[src/rtl/mod10_chain_ctrl_if.sv]
// ============================================================================
// Module      : mod10_chain_ctrl_if
// Description : Command/handshake and count-status bundle for mod10_chain_ctrl.
// Revision    : 1.0 - initial release
// ============================================================================
`timescale 1ns/1ps
`default_nettype none

interface mod10_chain_ctrl_if #(
    parameter int NDIG = 4
);
    logic [1:0]          req;
    logic [1:0]          cmd0;
    logic [1:0]          cmd1;
    logic [4*NDIG-1:0]   data0;
    logic [4*NDIG-1:0]   data1;
    logic                tick;
    logic                dir;
    logic [1:0]          gnt;
    logic [4*NDIG-1:0]   count;
    logic                running;
    logic                wrap;
    logic                err;

    modport master (
        output req, cmd0, cmd1, data0, data1, tick, dir,
        input  gnt, count, running, wrap, err
    );

    modport slave (
        input  req, cmd0, cmd1, data0, data1, tick, dir,
        output gnt, count, running, wrap, err
    );
endinterface

`default_nettype wire

[src/rtl/mod10_chain_ctrl.sv]
// ============================================================================
// Module      : mod10_chain_ctrl
// Description : Two-requester round-robin controller for an NDIG-digit BCD
//               counter chain. Define MOD10_CTRL_DOWN_EN for dir-selected
//               down counting.
// Revision    : 1.0 - initial release
// ============================================================================
`timescale 1ns/1ps
`default_nettype none

module mod10_chain_ctrl #(
    parameter int NDIG = 4
) (
    input  wire logic          clk1,
    input  wire logic          r,
    mod10_chain_ctrl_if.slave  bus
);

    localparam int         c_CW        = 4 * NDIG;
    localparam logic [1:0] c_CMD_CLEAR = 2'b00;
    localparam logic [1:0] c_CMD_LOAD  = 2'b01;
    localparam logic [1:0] c_CMD_START = 2'b10;
    localparam logic [1:0] c_CMD_STOP  = 2'b11;

    typedef enum logic [0:0] {
        ST_IDLE = 1'b0,
        ST_RUN  = 1'b1
    } state_t;

    state_t            r_state;
    logic [1:0]        r_gnt;
    logic              r_last;
    logic [c_CW-1:0]   r_count;
    logic              r_running;
    logic              r_wrap;
    logic              r_err;

    logic [1:0]        w_elig;
    logic              w_grant;
    logic              w_sel;
    logic [1:0]        w_cmd;
    logic [c_CW-1:0]   w_data;
    logic [NDIG-1:0]   w_ld_ok;
    logic [NDIG:0]     w_low9;
    logic [c_CW-1:0]   w_inc;
    logic [c_CW-1:0]   w_step;
    logic              w_step_wrap;

    // A requester is ineligible while its own grant is still showing.
    assign w_elig = bus.req & ~r_gnt;

    always_comb begin
        w_grant = 1'b0;
        w_sel   = 1'b0;
        unique case (w_elig)
            2'b01:   begin w_grant = 1'b1; w_sel = 1'b0;    end
            2'b10:   begin w_grant = 1'b1; w_sel = 1'b1;    end
            2'b11:   begin w_grant = 1'b1; w_sel = ~r_last; end
            default: begin w_grant = 1'b0; w_sel = 1'b0;    end
        endcase
    end

    assign w_cmd  = w_sel ? bus.cmd1  : bus.cmd0;
    assign w_data = w_sel ? bus.data1 : bus.data0;

    assign w_low9[0] = 1'b1;

    generate
        for (genvar k = 0; k < NDIG; k++) begin : g_digit
            logic [3:0] w_d;
            assign w_d            = r_count[4*k +: 4];
            assign w_low9[k+1]    = w_low9[k] & (w_d == 4'd9);
            assign w_inc[4*k +: 4] = w_low9[k] ? ((w_d == 4'd9) ? 4'd0 : w_d + 4'd1) : w_d;
            assign w_ld_ok[k]     = (w_data[4*k +: 4] <= 4'd9);
        end
    endgenerate

`ifdef MOD10_CTRL_DOWN_EN
    logic [NDIG:0]     w_low0;
    logic [c_CW-1:0]   w_dec;

    assign w_low0[0] = 1'b1;

    generate
        for (genvar k = 0; k < NDIG; k++) begin : g_borrow
            logic [3:0] w_d;
            assign w_d             = r_count[4*k +: 4];
            assign w_low0[k+1]     = w_low0[k] & (w_d == 4'd0);
            assign w_dec[4*k +: 4] = w_low0[k] ? ((w_d == 4'd0) ? 4'd9 : w_d - 4'd1) : w_d;
        end
    endgenerate

    assign w_step      = bus.dir ? w_dec        : w_inc;
    assign w_step_wrap = bus.dir ? w_low0[NDIG] : w_low9[NDIG];
`else
    logic w_unused_dir;

    assign w_unused_dir = bus.dir;
    assign w_step       = w_inc;
    assign w_step_wrap  = w_low9[NDIG];
`endif

    // A granted command takes the edge; any coincident tick is dropped.
    always_ff @(posedge clk1 or posedge r) begin
        if (r) begin
            r_state   <= ST_IDLE;
            r_gnt     <= 2'b00;
            r_last    <= 1'b1;
            r_count   <= '0;
            r_running <= 1'b0;
            r_wrap    <= 1'b0;
            r_err     <= 1'b0;
        end else begin
            r_gnt  <= 2'b00;
            r_wrap <= 1'b0;
            r_err  <= 1'b0;
            if (w_grant) begin
                r_gnt  <= w_sel ? 2'b10 : 2'b01;
                r_last <= w_sel;
                unique case (w_cmd)
                    c_CMD_CLEAR: r_count <= '0;
                    c_CMD_LOAD: begin
                        if (&w_ld_ok) begin
                            r_count <= w_data;
                        end else begin
                            r_err <= 1'b1;
                        end
                    end
                    c_CMD_START: begin
                        r_state   <= ST_RUN;
                        r_running <= 1'b1;
                    end
                    c_CMD_STOP: begin
                        r_state   <= ST_IDLE;
                        r_running <= 1'b0;
                    end
                    default: r_count <= r_count;
                endcase
            end else if ((r_state == ST_RUN) && bus.tick) begin
                r_count <= w_step;
                r_wrap  <= w_step_wrap;
            end
        end
    end

    assign bus.gnt     = r_gnt;
    assign bus.count   = r_count;
    assign bus.running = r_running;
    assign bus.wrap    = r_wrap;
    assign bus.err     = r_err;

endmodule

`default_nettype wire

[src/flat_wrapper.sv]
// flat-port wrapper written by rule: the top's interface ports become plain ports
module mod10_chain_ctrl_flat 
#(
    parameter int NDIG = 4
)
  (clk1, r, bus_req, bus_cmd0, bus_cmd1, bus_data0, bus_data1, bus_tick, bus_dir, bus_gnt, bus_count, bus_running, bus_wrap, bus_err);
  mod10_chain_ctrl_if #(.NDIG(NDIG)) bus_i ();
  input  wire logic clk1;
  input  wire logic r;
  input wire logic [$bits(bus_i.req)-1:0] bus_req;
  input wire logic [$bits(bus_i.cmd0)-1:0] bus_cmd0;
  input wire logic [$bits(bus_i.cmd1)-1:0] bus_cmd1;
  input wire logic [$bits(bus_i.data0)-1:0] bus_data0;
  input wire logic [$bits(bus_i.data1)-1:0] bus_data1;
  input wire logic [$bits(bus_i.tick)-1:0] bus_tick;
  input wire logic [$bits(bus_i.dir)-1:0] bus_dir;
  output wire logic [$bits(bus_i.gnt)-1:0] bus_gnt;
  output wire logic [$bits(bus_i.count)-1:0] bus_count;
  output wire logic [$bits(bus_i.running)-1:0] bus_running;
  output wire logic [$bits(bus_i.wrap)-1:0] bus_wrap;
  output wire logic [$bits(bus_i.err)-1:0] bus_err;
  assign bus_i.req = bus_req;
  assign bus_i.cmd0 = bus_cmd0;
  assign bus_i.cmd1 = bus_cmd1;
  assign bus_i.data0 = bus_data0;
  assign bus_i.data1 = bus_data1;
  assign bus_i.tick = bus_tick;
  assign bus_i.dir = bus_dir;
  assign bus_gnt = bus_i.gnt;
  assign bus_count = bus_i.count;
  assign bus_running = bus_i.running;
  assign bus_wrap = bus_i.wrap;
  assign bus_err = bus_i.err;
  mod10_chain_ctrl #(.NDIG(NDIG)) u_core (.clk1(clk1), .r(r), .bus(bus_i));
endmodule
[config.mk]
export PLATFORM = sky130hd
export DESIGN_NAME = mod10_chain_ctrl_flat
export DESIGN_NICKNAME = d
export VERILOG_FILES = /design/src/rtl/mod10_chain_ctrl_if.sv /design/src/rtl/mod10_chain_ctrl.sv /design/src/flat_wrapper.sv
export SDC_FILE = /design/constraint.sdc
export NUM_CORES = 1
export LEC_CHECK = 0
export BUFFER_PORTS_ARGS = -buffer_cell sky130_fd_sc_hd__buf_2
export CORE_UTILIZATION = 40
export CTS_CLUSTER_SIZE = 10
export DETAILED_ROUTE_END_ITERATION = 7
export HOLD_SLACK_MARGIN = 0.03
export PLACE_DENSITY_LB_ADDON = 0.15
export SYNTH_ARGS = -nofsm -noshare
export SYNTH_HDL_FRONTEND = slang
export SYNTH_SLANG_ARGS = --single-unit
[constraint.sdc]
create_clock -name clk1 -period 5.7 [get_ports clk1]
set_clock_uncertainty 0.1 [all_clocks]
set_input_delay 0.855 -clock clk1 [delete_from_list [all_inputs] [get_ports clk1]]
set_output_delay 0.855 -clock clk1 [all_outputs]
set_load 0.01 [all_outputs]
After elaboration in Yosys (flattened, before gate mapping)

Cells that the tools add are included.

$add $sub $neg: 4
Magnitude comparators: 4
Eq/ne operators: 12
Multiplexer cells: 23
Bitwise gates (word level): 6
Reduce and logical (&&, ||, !) cells: 14

Operators by type and width:

| kind                                                                   | count |
|---|---|
| 16-bit 2-to-1 mux                                                      | 4 |
| 16-bit one-hot mux with 2 select lines                                 | 1 |
| 4-bit 2-to-1 mux                                                       | 7 |
| 4-bit by 1-bit adder with 4-bit output (second input constant)         | 4 |
| 4-bit equality test (second input constant)                            | 4 |
| 4-bit <= comparator (second input constant)                            | 4 |
| 4-bit AND reduction                                                    | 4 |
| 2-bit nonzero test                                                     | 5 |
| 2-bit equality test (second input constant)                            | 4 |
| 1-bit 2-to-1 mux                                                       | 6 |
| 2-bit 2-to-1 mux                                                       | 3 |
| 3-bit inequality test (second input constant)                          | 2 |
| 2-bit by 1-bit equality test with 1-bit output (second input constant) | 2 |
| 1-bit one-hot mux with 2 select lines                                  | 2 |
| 1-bit bitwise AND                                                      | 3 |
| 3-bit AND reduction                                                    | 1 |
| 3-bit OR reduction                                                     | 1 |
| 2-bit bitwise AND                                                      | 1 |
| 2-bit zero test                                                        | 1 |
| 2-bit inverter                                                         | 1 |
| 2-bit AND reduction                                                    | 1 |
| 1-bit logical AND                                                      | 1 |
| 1-bit inverter                                                         | 1 |

Flip-flop bits (word level): 22
Output and inout bits: 21
Logic and storage cells: 72

Logic depth before layout (Yosys ltp)

Gate-level depths: netlist of the first run.

Depth in word-level cells: 10
Mapped depth: 7
Mapped depth without buffers: 5

Worst setup path after synthesis of the first run

OpenSTA, ideal clock, no wires.

Path kind: input port to flip-flop
Start: input port bus_cmd1[0]
End: register u_core.r_count[0], in the netlist u_core.bus.count[0]
Library setup time: 0.125 ns
Arrival: 2.163 ns
Data required time: 5.475 ns
Setup slack: 3.313 ns
Stages: 7
Path buffers: 2
Cell sequence: nor2b_1 and3_1 buf_2 a22o_1 buf_4 a21oi_4 mux2_2

Word-level cells in the longest chain between the ends: 4

Ends and longest elaborated chain:

| what                                                                                             | line                    | RTL |
|---|---|---|
| from (decl)                                                                                      | flat_wrapper.sv:12      | `input wire logic [$bits(bus_i.cmd1)-1:0] bus_cmd1;` |
| 2-bit 2-to-1 mux *                                                                               | mod10_chain_ctrl.sv:63  | `assign w_cmd = w_sel ? bus.cmd1 : bus.cmd0;` |
| 2-bit by 1-bit equality test with 1-bit output or 2-bit zero test (tied branches)                | mod10_chain_ctrl.sv:120 | `unique case (w_cmd)` |
| 3-bit inequality test (no source line) or 16-bit one-hot mux with 2 select lines (tied branches) | -                       |  |
| 3-bit AND reduction (no source line) or 16-bit 2-to-1 mux (tied branches)                        | -                       |  |
| to (signal assigned)                                                                             | mod10_chain_ctrl.sv:124 | `r_count <= w_data;` |
| to (signal assigned)                                                                             | mod10_chain_ctrl.sv:137 | `default: r_count <= r_count;` |
| to (signal assigned)                                                                             | mod10_chain_ctrl.sv:140 | `r_count <= w_step;` |
| to (decl)                                                                                        | mod10_chain_ctrl.sv:33  | `logic [c_CW-1:0] r_count;` |

Every way passes the cells marked *; elsewhere a longest branch is shown, timed or not.
A chain may end at the register's enable or synchronous reset.

Worst setup path in the final report of the first run

Start: input port bus_req[0]
End: register u_core.r_count[4], in the netlist u_core.bus.count[4]

Word-level cells in the longest chain between the ends: 8

Ends and longest elaborated chain:

| what                                   | line                    | RTL |
|---|---|---|
| from (decl)                            | flat_wrapper.sv:10      | `input wire logic [$bits(bus_i.req)-1:0] bus_req;` |
| 2-bit bitwise AND *                    | mod10_chain_ctrl.sv:50  | `assign w_elig = bus.req & ~r_gnt;` |
| 2-bit equality test                    | mod10_chain_ctrl.sv:55  | `unique case (w_elig)` |
| 1-bit one-hot mux with 2 select lines  | mod10_chain_ctrl.sv:55  |  |
| 16-bit 2-to-1 mux                      | mod10_chain_ctrl.sv:64  | `assign w_data = w_sel ? bus.data1 : bus.data0;` |
| 4-bit <= comparator                    | mod10_chain_ctrl.sv:74  | `assign w_ld_ok[k] = (w_data[4*k +: 4] <= 4'd9);` |
| 4-bit AND reduction                    | mod10_chain_ctrl.sv:123 | `if (&w_ld_ok) begin` |
| 3-bit inequality test (no source line) | -                       |  |
| 4-bit AND reduction (no source line)   | -                       |  |

Every way passes the cells marked *; elsewhere a longest branch is shown, timed or not. The select of a mux whose other input is x is not followed.

==> results of run 1 <==
## cells in the mapped netlist, types with 4 or more instances
| master | n |
|---|---|
| o21ai_0 | 27 |
| a22oi_1 | 5 |
| a21oi_1 | 8 |
| clkbuf_1 | 5 |
| nor2b_1 | 5 |
| nand2b_1 | 4 |
| inv_1 | 9 |
| nor2_1 | 9 |
| dfrtp_1 | 21 |
| a32oi_1 | 4 |
| nand2_1 | 12 |
| a221oi_1 | 5 |
| a22o_1 | 5 |
| nand4_1 | 4 |
## critical path: cells and delay by family
family | cells | cell delay [ns]
AND/OR/NAND/NOR | 2 | 0.83
AO/OA/AOI/OAI | 2 | 0.70
multiplexers | 1 | 0.33
buffers and inverters | 1 | 0.11
## cell families (layout without fill, tap and decap cells)
logic type / Yosys count / after routing
AOI/OAI and AO/OA: 78 / 78
and+or+nand+nor: 54 / 54
DFF: 22 / 22
buffers and inverters: 18 / 74
muxes: 7 / 7
## where the power goes
group	internal (W)	switching (W)	leakage [nW]
clock	0.0000940	0.0000563	0.0357
combinational	0.000183	0.000203	0.601
sequential	0.000222	0.000106	0.270
total	0.000499	0.000365	0.907
## flip-flops by register name (all words and copies together) (netlist names)
name,flops
u_core.bus.count,16
u_core.bus.gnt,2
u_core.bus.err,1
u_core.bus.wrap,1
u_core.r_last,1
u_core.r_state,1
## cell type report
cell class | instances | area, um^2
fillers | 345 | 1737
multi-input cells | 139 | 957.2
flip-flops and latches | 22 | 551.8
repair buffers | 61 | 305.3
well taps | 48 | 60.06
clock buffers | 3 | 41.29
inverters | 9 | 33.78
clock inverters | 1 | 30.03
## through the flow
| step | worst slack [ns] | util, % | cell area (um^2) | cells |
|---|---|---|---|---|
| after global routing | 2.775 | 53.27 | 1979 | 283 |
| after detailed placement | 2.641 | 51.35 | 1908 | 279 |
| final | 2.925 | 53.27 | 1979 | 283 |
| after CTS | 2.930 | 53.27 | 1979 | 283 |
| after global placement | 2.610 | 51.35 | 1908 | 279 |
| after floorplan | 3.313 | - | 1584 | 179 |
## path summary, 6_finish.rpt
kind                                       endpoint  cells past startpoint  slack (ns)
min in group asynchronous            u_core.r_state                      2        0.65
worst max-delay path            u_core.bus.count[4]                      6        2.93
worst max register to register  u_core.bus.count[4]                      5        3.21
worst min register to register        u_core.r_last                      2        0.42
worst min-delay path                  u_core.r_last                      2        0.42
max in group asynchronous       u_core.bus.count[2]                      2        4.30
## routing by layer
| layer | share of wire (%) | GRT usage, % | vias up | routed length, um |
|---|---|---|---|---|
| met1 | 48 | 33.81 | 768 | 2149 |
| met2 | 43 | 32.29 | 83 | 1906 |
| met3 | 8.0 | 2.465 | 7 | 357 |
| met4 | 1.4 | 8.889 | 0 | 63 |
| li1 | - | - | 810 | - |
| met5 | 0 | 0 | - | 0 |
## layout by cell type (no fill, tap or decap), drive strengths merged, types with 2 or more instances in the layout
cell | netlist | routed
a22oi | 5 | 5
inv | 9 | 9
mux2i | 3 | 3
nand2b | 5 | 5
nor2b | 5 | 5
nand2 | 12 | 12
clkbuf | 5 | 3
o32a | 2 | 2
a21oi | 10 | 10
o21ai | 27 | 27
a32oi | 4 | 4
nor3 | 3 | 3
a221oi | 5 | 5
a21boi | 2 | 2
and3 | 3 | 3
a221o | 3 | 3
a222oi | 2 | 2
a22o | 5 | 5
nand3 | 3 | 3
nand4 | 4 | 4
a21o | 2 | 2
buf | 4 | 61
mux2 | 4 | 4
dfrtp | 21 | 21
nor4 | 2 | 2
a2bb2oi | 2 | 2
nor2 | 9 | 9
==> impl_metrics.toml, run 1 <==
[power]
p_leak_nw = 0.9072
power_w = 0.0008642
vdd_drop_max_mv = 0.2255
power_density_nw_per_um2 = 436.6

[detailed_routing]
drtIter0Drc = 137
drtAntennaViolNets = 0
drt_pass1_iterations = 5
drc = 0
vias = 1668
vias_per_cell = 5.894
wl_per_cell_um = 15.82
wirelength_um = 4476

[floorplan]
io_pins = 63
fp.dieH_um = 64.93
core_area_um2 = 3716
start_util_pct = 42.63
die-area_um2 = 4216
rows = 22
die_w_um = 64.93

[worst_setup_path]
crit_chain = "buf_2 -> and2b_1 -> nor2_1 -> a211o_1 -> a21o_1 -> mux2_1"
crit_path_top_delay_cell = "nor2_1"
cp_max_fo = 11
crit_type = "in -> reg"
critPathLaunch = "bus_req[0]"
cp.arrival_ns = 2.83
r2r-start = "u_core.bus.gnt[1]"
cp.required_ns = 5.75
endpoint_kind = "register"
startpoint_type = "input port"
max_stage_delay_ns = 0.64

[cells_and_area]
drive_gt1_share_pct = 32.34
area_growth_syn_to_layout_pct = 24.96
fin_nets = 278
antenna_cells = 0

[cts]
cts_tree = "yes"
insertion_delay_ns = 0.27
numCtsBuffers = 3
cts.sinks = 22
cts_hold_buf = 0
ctsResizeCount = 0
root_buffer = "clkbuf_8"
htree_levels = 1
cts_setup_buffers = 0
clockBufferDepth = 2
path_clk_slew_ns = 0.08

[sta]
fmax_mhz = 360.4
hold_violations = 0
whs_ns = 0.4161
setup_viol = 0
finalCritPeriodShare_pct = 48.68
drv_slew = 0
fin_tns_setup_ns = 0
relSlewSlack_pct = 41.37
rsz0062_at_grt = "no"
worst_pin_slew_ns = 0.8785
period_needed_ns = 2.775

[yosys]
syn-num-nets = 221
yosys-top-cells-area = "dfrtp_1 (33%), o21ai_0 (8.5%), nand2_1 (2.8%), a221oi_1 (2.8%), a22o_1 (2.8%)"
synth-main-ff-cell = "dfrtp_1"
syn_area_um2 = 1584
synth-simple-area-share_pct = 21.01
synth_fa_ha_area_share_pct = 0
synth.largest_area_cell = "dfrtp_1"
synth_top_area_share_pct = 33.18
synth_edf_count = 0
synth-xor-area-share_pct = 0
synth.avg_cell_area_um2 = 8.849
ys_types = 51
synth_top_family_by_area = "compound AO/OA/AOI/OAI gates"
netlist_instances = 179
ys_warn_count = 0
yosysSeqAreaShare_pct = 34.83
synth-seq-cells = 22
synth_compound_area_share_pct = 34.68
muxShareOfSynthArea_pct = 4.739
async_reset_ff_share_pct = 100.0

[placed_design]
portBuffers = 61
gp_congestion = 0.8146
hpwl_um = 3290

[grt]
grt_pass1_wl_um = 7258
grt_pass1_vias = 1505
grt_use_total_pct = 22.46
antenna_found_initial = 0
grt_max_degree = 23
grt_overflow = 0

[min_path]
min_path_type = "reg -> reg"
hp-start = "u_core.r_last"

[status]
status = "complete, no violations"

[run]
drv_cap = 0
Power figures use the tool's default switching activity.
==> inputs of run 2 (changes only) <==
==> constraint.sdc (replaced) <==
create_clock -name clk1 -period 2.3 [get_ports clk1]
set_clock_uncertainty 0.1 [all_clocks]
set_input_delay 0.345 -clock clk1 [delete_from_list [all_inputs] [get_ports clk1]]
set_output_delay 0.345 -clock clk1 [all_outputs]
set_load 0.01 [all_outputs]
==> impl_metrics.toml, run 2 (synthesis results as in run 1) <==
[cts]
root_buffer = "clkbuf_8"
htree_levels = 1
cts.sinks = 22
path_clk_slew_ns = 0.09
cts_tree = "yes"
clockBufferDepth = 2
insertion_delay_ns = 0.26
numCtsBuffers = 3
cts_setup_buffers = 0

[power]
vdd_drop_max_mv = 0.4212
power_density_nw_per_um2 = 1027
p_leak_nw = 0.9589

[floorplan]
core_area_um2 = 3716
fp.dieH_um = 64.93
rows = 22
start_util_pct = 42.63
io_pins = 63
die_w_um = 64.93
die-area_um2 = 4216

[cells_and_area]
final_core_util_pct = 55.35
fin_cells = 295
regArea_um2 = 551.8
drive_gt1_share_pct = 35.63
final_common_cell = "buf_2"
layout_common_cells = "buf_2 (61), o21ai_0 (27), dfrtp_1 (21), nand2_1 (12), buf_4 (11)"
area_growth_syn_to_layout_pct = 29.86
fin_nets = 290
antenna_cells = 0
fill_cells = 379
multi_input_area_um2 = 958.4
largest_reg_flops = 16

[worst_setup_path]
crit_chain = "nand3b_1 -> a21boi_0 -> a211o_2 -> a21o_1 -> mux2_1"
cpLargestDelayFamily = "compound AO/OA/AOI/OAI gates"
endpoint_kind = "register"
r2r-start = "u_core.r_last"
startpoint_type = "register"
max_stage_delay_ns = 0.58
crit_type = "reg -> reg"
cp.arrival_ns = 2.13
critPathLaunch = "u_core.r_last"
timing.critical_path.buf_inv = 0
cp_max_fo = 9
crit_path_top_delay_cell = "dfstp_2"
cp.required_ns = 2.35

[sta]
rsz0062_at_grt = "no"
fin_tns_setup_ns = 0
whs_ns = 0.2704
drv_slew = 0
finalCritPeriodShare_pct = 90.72
fmax_mhz = 479.3
hold_violations = 0
worst_pin_slew_ns = 0.4341
period_needed_ns = 2.086
setup_viol = 0
relSlewSlack_pct = 71.06

[detailed_routing]
drtIter0Drc = 117
drtAntennaViolNets = 0
vias_per_cell = 5.739
wl_per_cell_um = 15.60
vias = 1693
drt_pass1_iterations = 5
drc = 0
wirelength_um = 4601

[min_path]
hp-start = "bus_data1[8]"
min_path_type = "in -> reg"

[grt]
grt_pass1_vias = 1549
grt_pass1_wl_um = 7534
grt_overflow = 0
antenna_found_initial = 0
grt_use_total_pct = 23.34
grt_max_degree = 23

[placed_design]
hpwl_um = 3441
gp_congestion = 0.8776
portBuffers = 61
place_inst = 290

[run]
drv_cap = 0

[status]
status = "complete, no violations"
==> run 2: cell types whose count changed in the layout (fill, tap and decap cells not counted), sizes merged <==
cell	change
buf	+11
bufinv	-1
clkbuf	+1
dlygate4sd3	+1
==> run 2: worst register-to-register path, delay by kind of cell (launching register included) <==
| kind | cells | cell delay [ns] |
|---|---|---|
| mux | 1 | 0.34 |
| simple gates | 1 | 0.12 |
| flops | 1 | 0.58 |
| compound gates | 3 | 0.83 |
==> run 2: final cells by class <==
class / instances / area share [%]
Sequential cell: 22 / 26.82
Multi-Input combinational cell: 139 / 46.59
Clock buffer: 4 / 2.676
Tap cell: 48 / 2.920
Timing Repair Buffer: 73 / 19.34
Inverter: 9 / 1.642
==> run 2: path summary, 6_finish.rpt <==
path,end,slack [ns],depth (start not counted)
worst max-delay path,u_core.bus.count[4],0.21,5
worst min-delay path,u_core.bus.count[8],0.27,3
worst max register to register,u_core.bus.count[4],0.21,5
worst min register to register,u_core.r_last,0.43,2
max in group asynchronous,u_core.r_last,1.26,4
min in group asynchronous,u_core.r_state,0.55,4
==> run 2: per-stage QoR <==
step / area [um^2] / setup WS (ns) / power [W]
floorplan: 1584 / 0.2518 / 0.001442
global placement: 1991 / 0.1756 / 0.001816
detailed placement: 1991 / 0.1671 / 0.001826
CTS: 2056 / 0.1382 / 0.002115
global route: 2057 / 0.08413 / 0.002286
finish: 2057 / 0.2135 / 0.002113
==> run 2: power breakdown <==
| group | switching [W] | internal [W] |
|---|---|---|
| registers | 0.000238 | 0.000550 |
| logic | 0.000540 | 0.000502 |
| clock network | 0.000130 | 0.000153 |
| total | 0.000908 | 0.00121 |
==> run 2: per-layer routing <==
| metal | wire length [um] | global-route usage (%) |
|---|---|---|
| met4 | 24 | 7.778 |
| met3 | 236 | 2.641 |
| met1 | 2231 | 34.11 |
| met2 | 2108 | 35.42 |
| met5 | 0 | 0 |
==> run 2: timing repair <==
item / in CTS / in global routing
hold endpoints to repair: 21 / 0
hold buffers: 1 / 0
endpoints found under the setup margin: 0 / 1
resized for setup: 0 / 1
==> inputs of run 3 (changes only) <==
--- a/config.mk
+++ b/config.mk
@@ -6,11 +6,13 @@
 export NUM_CORES = 1
 export LEC_CHECK = 0
 export BUFFER_PORTS_ARGS = -buffer_cell sky130_fd_sc_hd__buf_2
+export CORE_MARGIN = 1.5
 export CORE_UTILIZATION = 40
 export CTS_CLUSTER_SIZE = 10
 export DETAILED_ROUTE_END_ITERATION = 7
 export HOLD_SLACK_MARGIN = 0.03
 export PLACE_DENSITY_LB_ADDON = 0.15
+export SETUP_SLACK_MARGIN = 0.05
 export SYNTH_ARGS = -nofsm -noshare
 export SYNTH_HDL_FRONTEND = slang
 export SYNTH_SLANG_ARGS = --single-unit
==> impl_metrics.toml, run 3 (synthesis results as in run 1) <==
[worst_setup_path]
timing.critical_path.buf_inv = 0
max_stage_delay_ns = 0.58
endpoint_kind = "register"
cp.required_ns = 2.35
cpLargestDelayFamily = "compound AO/OA/AOI/OAI gates"
cp_max_fo = 9
crit_chain = "nand3b_1 -> a21boi_0 -> a211o_1 -> a21o_1 -> mux2_1"
crit_path_top_delay_cell = "dfstp_2"
crit_type = "reg -> reg"
cp.arrival_ns = 2.14
startpoint_type = "register"

[cts]
cts_tree = "yes"
numCtsBuffers = 3
ctsResizeCount = 0
insertion_delay_ns = 0.26
cts.sinks = 22
clockBufferDepth = 2
root_buffer = "clkbuf_8"
path_clk_slew_ns = 0.08
htree_levels = 1

[power]
power.switching_w = 0.0008968
vdd_drop_max_mv = 0.3677
combPwrFrac_pct = 50.3
switching_share_pct = 43.19
power_density_nw_per_um2 = 1011
pwr-share-seq_pct = 37.6
internal_power_w = 0.001180
clkPwrFrac_pct = 12.1
p_leak_nw = 0.9576

[status]
status = "complete, no violations"

[min_path]
min_path_type = "in -> reg"

[detailed_routing]
drt_pass1_iterations = 4
wl_per_cell_um = 15.50
drtIter0Drc = 92
drtAntennaViolNets = 0
drc = 0
wirelength_um = 4587
vias_per_cell = 5.757
vias = 1704

[placed_design]
hpwl_um = 3515
place_inst = 291
gp_congestion = 0.8965
portBuffers = 61

[cells_and_area]
fin_nets = 291
final_common_cell = "buf_2"
fin_cells = 296
area_growth_syn_to_layout_pct = 29.62
final_core_util_pct = 54.85
layout_common_cells = "buf_2 (61), o21ai_0 (27), dfrtp_1 (21), nand2_1 (12), buf_4 (12)"
largest_reg_flops = 16
antenna_cells = 0
drive_gt1_share_pct = 35.08

[sta]
drv_slew = 0
finalCritPeriodShare_pct = 90.97
setup_viol = 0
fin_tns_setup_ns = 0
period_needed_ns = 2.092
relSlewSlack_pct = 71.62
rsz0062_at_grt = "no"
hold_violations = 0
fmax_mhz = 477.9
worst_pin_slew_ns = 0.4257

[grt]
grt_pass1_vias = 1630
grt_max_degree = 23
antenna_found_initial = 0
grt_use_total_pct = 22.75
grt_pass1_wl_um = 7638
grt_overflow = 0

[floorplan]
io_pins = 63
fp.dieH_um = 65.93
start_util_pct = 42.31
die_w_um = 65.93
core_area_um2 = 3744
rows = 22
die-area_um2 = 4347

[run]
drv_cap = 0
-- run 3: layer usage --
metal	global-route usage, %	wire length [um]
met5	0	0
met4	6.888	47
met3	1.704	365
met2	36.87	2081
met1	32.41	2092
-- run 3: worst register-to-register path: stages (launching register included) --
cell	delay, ns
dfstp_2	0.58
nand3b_1	0.13
a21boi_0	0.28
a211o_1	0.38
a21o_1	0.20
mux2_1	0.32
-- run 3: power groups by stage --
stage / registers, W / clock network [W] / logic, W
CTS: 0.000779 / 0.000259 / 0.00105
finish: 0.000780 / 0.000251 / 0.00105
floorplan: 0.000814 / 0 / 0.000629
detailed placement: 0.000785 / 0 / 0.00105
global route: 0.000822 / 0.000282 / 0.00116
global placement: 0.000783 / 0 / 0.00104
-- run 3: final timing paths --
check	startpoint	end	slack, ns	cells after the start
worst max-delay path	u_core.r_last	u_core.bus.count[4]	0.21	5
worst min-delay path	bus_cmd1[0]	u_core.r_state	0.29	3
worst max register to register	u_core.r_last	u_core.bus.count[4]	0.21	5
worst min register to register	u_core.r_last	u_core.r_last	0.42	2
max in group asynchronous	r	u_core.r_last	1.25	4
min in group asynchronous	r	u_core.bus.count[8]	0.57	4
-- run 3: final cells by class --
cell class,count,area (um^2)
multi-input combinational,139,957.2
timing repair buffer,74,405.4
fill,370,1690
inverter,9,33.78
sequential,22,551.8
clock buffer,4,45.04
tap,48,60.06
-- run 3: through the flow --
| step | setup WS (ns) | hold WS, ns | total power (W) | area, um^2 |
|---|---|---|---|---|
| 6_report | 0.2077 | 0.2857 | 0.002077 | 2053 |
| 5_1_grt | 0.08951 | 0.2873 | 0.002267 | 2053 |
| 4_1_cts | 0.2263 | 0.2766 | 0.002091 | 2053 |
| 3_5_place_dp | 0.2436 | 0.3040 | 0.001834 | 1998 |
| 3_3_place_gp | 0.2224 | 0.3076 | 0.001822 | 1998 |
| 2_1_floorplan | 0.2518 | 0.2335 | 0.001442 | 1584 |
-- run 3: timing repair --
action | 4_1_cts | 5_1_grt
setup buffers | 0 | 0
hold buffers | 1 | 0
hold endpoints to repair | 21 | 0
